$ cat src/rtl/fifo_decoder.sv
// fifo_decoder: fixed-depth delay line built as a ring buffer.
// Each accepted input word appears on DOUT exactly LENGTH accepted cycles later.
// A single wrapping pointer is decoded into one-hot write enables and a read mux.
// EN low or STALL high freezes every piece of state, so no words are lost across a stall.
module fifo_decoder #(
    parameter int DW     = 4,
    parameter int LENGTH = 4
) (
    input  logic          CLK,
    input  logic          RSTN,
    input  logic          EN,
    input  logic          STALL,
    input  logic [DW-1:0] DIN,
    output logic [DW-1:0] DOUT
);

    localparam int PW = $clog2(LENGTH);

    logic [DW-1:0]     r_mem [LENGTH];
    logic [PW-1:0]     r_ptr;
    logic [DW-1:0]     r_dout;

    logic              w_adv;
    logic [LENGTH-1:0] w_wrEn;
    logic [DW-1:0]     w_rdData;
    logic [PW-1:0]     w_ptrNext;

    assign w_adv = EN & ~STALL;

    // The pointer wraps explicitly at LENGTH-1, so LENGTH need not be a power of two.
    assign w_ptrNext = (r_ptr == PW'(LENGTH - 1)) ? '0 : r_ptr + PW'(1);

    // Decode the pointer into a one-hot enable; only the addressed entry may load.
    always_comb begin
        w_wrEn = '0;
        for (int i = 0; i < LENGTH; i++) begin
            if (r_ptr == PW'(i)) begin
                w_wrEn[i] = w_adv;
            end
        end
    end

    // Read mux: the addressed entry is the oldest word, about to be overwritten.
    always_comb begin
        w_rdData = '0;
        for (int i = 0; i < LENGTH; i++) begin
            if (r_ptr == PW'(i)) begin
                w_rdData = r_mem[i];
            end
        end
    end

    // Storage entries: cleared on reset, loaded only when selected on an accepted edge.
    always_ff @(posedge CLK or negedge RSTN) begin
        if (!RSTN) begin
            for (int i = 0; i < LENGTH; i++) begin
                r_mem[i] <= '0;
            end
        end else begin
            for (int i = 0; i < LENGTH; i++) begin
                if (w_wrEn[i]) begin
                    r_mem[i] <= DIN;
                end
            end
        end
    end

    // Pointer and output register advance together on accepted edges only.
    always_ff @(posedge CLK or negedge RSTN) begin
        if (!RSTN) begin
            r_ptr  <= '0;
            r_dout <= '0;
        end else if (w_adv) begin
            r_ptr  <= w_ptrNext;
            r_dout <= w_rdData;
        end
    end

    assign DOUT = r_dout;

endmodule

$ cat config.mk
export PLATFORM = sky130hd
export DESIGN_NAME = fifo_decoder
export DESIGN_NICKNAME = d
export VERILOG_FILES = /design/src/rtl/fifo_decoder.sv
export SDC_FILE = /design/constraint.sdc
export NUM_CORES = 1
export LEC_CHECK = 0
export BUFFER_PORTS_ARGS = -buffer_cell sky130_fd_sc_hd__buf_2
export CAP_MARGIN = 10
export CORE_UTILIZATION = 30
export DETAILED_ROUTE_END_ITERATION = 8
export GPL_ROUTABILITY_DRIVEN = 0
export HOLD_SLACK_MARGIN = 0.08
export SYNTH_ARGS = -nofsm -noshare
export SYNTH_HDL_FRONTEND = slang
export SYNTH_SLANG_ARGS = --single-unit
$ cat constraint.sdc
create_clock -name CLK -period 4.3 [get_ports CLK]
set_input_delay 0.215 -clock CLK [delete_from_list [all_inputs] [get_ports CLK]]
set_output_delay 0.215 -clock CLK [all_outputs]
set_load 0.02 [all_outputs]
==> impl_results.md <==
* Mux contribution to synthesized area at 0.178
* Fmax at 615 MHz
* Critical Path AT at 1830 ps
* Initial drt markers at 22
* Reg2reg start: r_ptr[0]
* Clock skew at approximately 0.45 ps
* Vias in the first global route at 682
* Average cell area after synthesis at 11.8 µm²
* Synth Register Bits at 22
* Commonest cells after routing, fill and taps aside: dfrtp_1 (22), mux2_2 (15), buf_2 (11)
* All-layer global routing usage at 0.121
* Setup TNS at 0 ps
* Std cell rows at 20
* Post-synthesis cell type count at 15
* Outcome: finished clean
* Synth Warn # at 0
* DRT Pass-1 Iters at 4
* Chip width at 60.1 µm
* Xor and xnor area share after synthesis at 0
* Total power at 0.000753 W
* Sequential share of the synthesized area at 0.545
* Top cell type's share of synthesized area at 0.545
* Fin worst setup slack at 2670 ps
* Die area at 3610 µm²
* Synth Area in Adders at 0.0495
* Max-slew violation count at 0
* CP Max Fanout at 9
* Number of cells on the worst hold path at 2
* Syn nets at 98
* Drt via density at around 4.8
* Worst VDD drop at ~0.14 mV
* Synth Area in Compound Gates at 0.0941
* Number of inserted diodes at 0
* Simple-gate portion of the synthesized area at 0.0916
* PostCTS Resize Cnt at 0
* Routed via count at approximately 680
* Root Driver: clkbuf_4
* WHS at 173 ps
* Max_slew headroom at 0.392
* Fillcell total at 320
* CP Capture Type: register
* Clk slew on worst S/H paths at 120 ps
* Synth Instances at between 80 and 90
* Core Box Area at around 3100 µm²
* PD cells at ~660 nW/µm²
* Crit path launch type: register
* Hold EP: r_mem[14]
* Pin count of the biggest net entering global routing at 23
* Max cap viols at 0
* Nets at ~110
* Port Buf Inserts at 11
* Total gr overflow at 0
* Detailed Place HPWL at 1.32 mm
* HP Class: input pin to register
* Leakage at 0.502 nW
* Final Hold Violating Endpoints at 0
* Worst slack, placed at 2430 ps
* Min-delay src: DIN[2]
* Height of the die at 60.1 µm
* Top Ports at 12
* Reg2Reg Capture Point: r_mem[6]
* Most common cell after layout, fill and taps aside: dfrtp_1
* CTS HTree Levels at 1
* ANT nets after route at 0
* Layout cells sized above 1 at 0.299
* CTS Buf Count at 3
* Largest family of logic cells by synthesized area: multiplexers
* Routed length per instance at about 13 µm
* Top cells by area, synth: dfrtp_1 (54%), mux2_2 (17%), ha_1 (5.0%), a221o_1 (4.0%), nand2_1 (3.7%)
* Starting Density at 0.323
* Num Clock Sinks at 22
* Worst Tran Pin Value at 909 ps
* # Post-CTS Setup Buffers at 0
* Area grow syn2layout at 12.1%
* Placed instance area at around 1100 µm²
* Antenna violations before repair at 0
* Worst-skew pair later-pin latency at around 300 ps
* RSZ-0062 raised after global routing: false
* Setup CP Type: register to register
* Final period util at 0.378
* Min cycle time layout at 1630 ps
* Reg-to-reg setup timing slack at approximately 2700 ps
* CP Data Required Time at 4500 ps
* Mapped Area at ~1000 µm²
* Final setup viols at 0
* Worst-case reg-to-reg path depth at 4
* CTS Hold Buffers Added at 1
* First-pass GRT wire length at 3.17 mm
* Max clock buf depth at 2
* Total wire length at about 1.8 mm
* Cell taking the most area after synthesis: dfrtp_1
* CTS tree: yes
* Post-route cell area at 1130 µm²
* DRC viols at 0
## where the power goes
part | total [W] | internal (W) | switching (W)
Combinational | 0.000297 | 0.000149 | 0.000149
Sequential | 0.000362 | 0.000308 | 0.0000540
Clock | 0.0000937 | 0.0000327 | 0.0000610
## cells by family (layout without fill, tap and decap cells)
logic type,count (synthesis),in the layout
fa+ha+maj,4,4
buf+inv,10,21
mux,16,16
flops,22,22
compound gates,14,14
simple gates,20,20
## per-stage QoR
step,std cells,util
floorplan,86,-
global placement,137,0.352
detailed placement,137,0.352
CTS,141,0.362
global route,141,0.362
finish,141,0.362
## final cells by class
type	count	area [µm²]	share of cell area
timing repair buffer	12	65.1	0.0574
tap	44	55.1	0.0486
inverter	6	22.5	0.0199
multi-input combinational	54	418	0.369
clock buffer	3	22.5	0.0199
sequential	22	551	0.486
## synthesized netlist by cell type
library cell  count
buf_2             3
nor2b_1           1
o21ai_0           2
dfrtp_1          22
nor2_1            5
a21oi_1           4
ha_1              4
nand3b_1          4
nand2_1          10
inv_1             6
a221o_1           4
clkbuf_2          1
mux2_2           15
a31oi_1           4
mux2_1            1
## how the worst max path moves through the flow
stage / start / end / slack (ps)
finish: r_ptr[0] / r_mem[6] / 2670
global placement: STALL / r_mem[14] / 2480
detailed placement: STALL / r_mem[14] / 2430
CTS: r_ptr[0] / r_mem[6] / 2650
global route: r_ptr[0] / r_mem[6] / 2550
floorplan: r_ptr[0] / r_mem[4] / 2950
## routing by layer
layer	global-route usage	wire, µm	part of all wire	vias up
li1	-	-	-	323
met1	0.156	895	0.49	337
met2	0.197	856	0.47	12
met3	0.0195	42	0.023	5
met4	0.0598	36	0.020	0
met5	0	0	0	-
## worst max-delay path, stage by stage (launching register included)
cell	delay [ps]
dfrtp_1	430
inv_1	110
ha_1	380
nand2_1	250
mux2_2	360
## state kept, by name, indices dropped and copies added, names as in the netlist
signal,cells
r_mem,16
DOUT,4
r_ptr,2
Power figures use the tool's default switching activity.
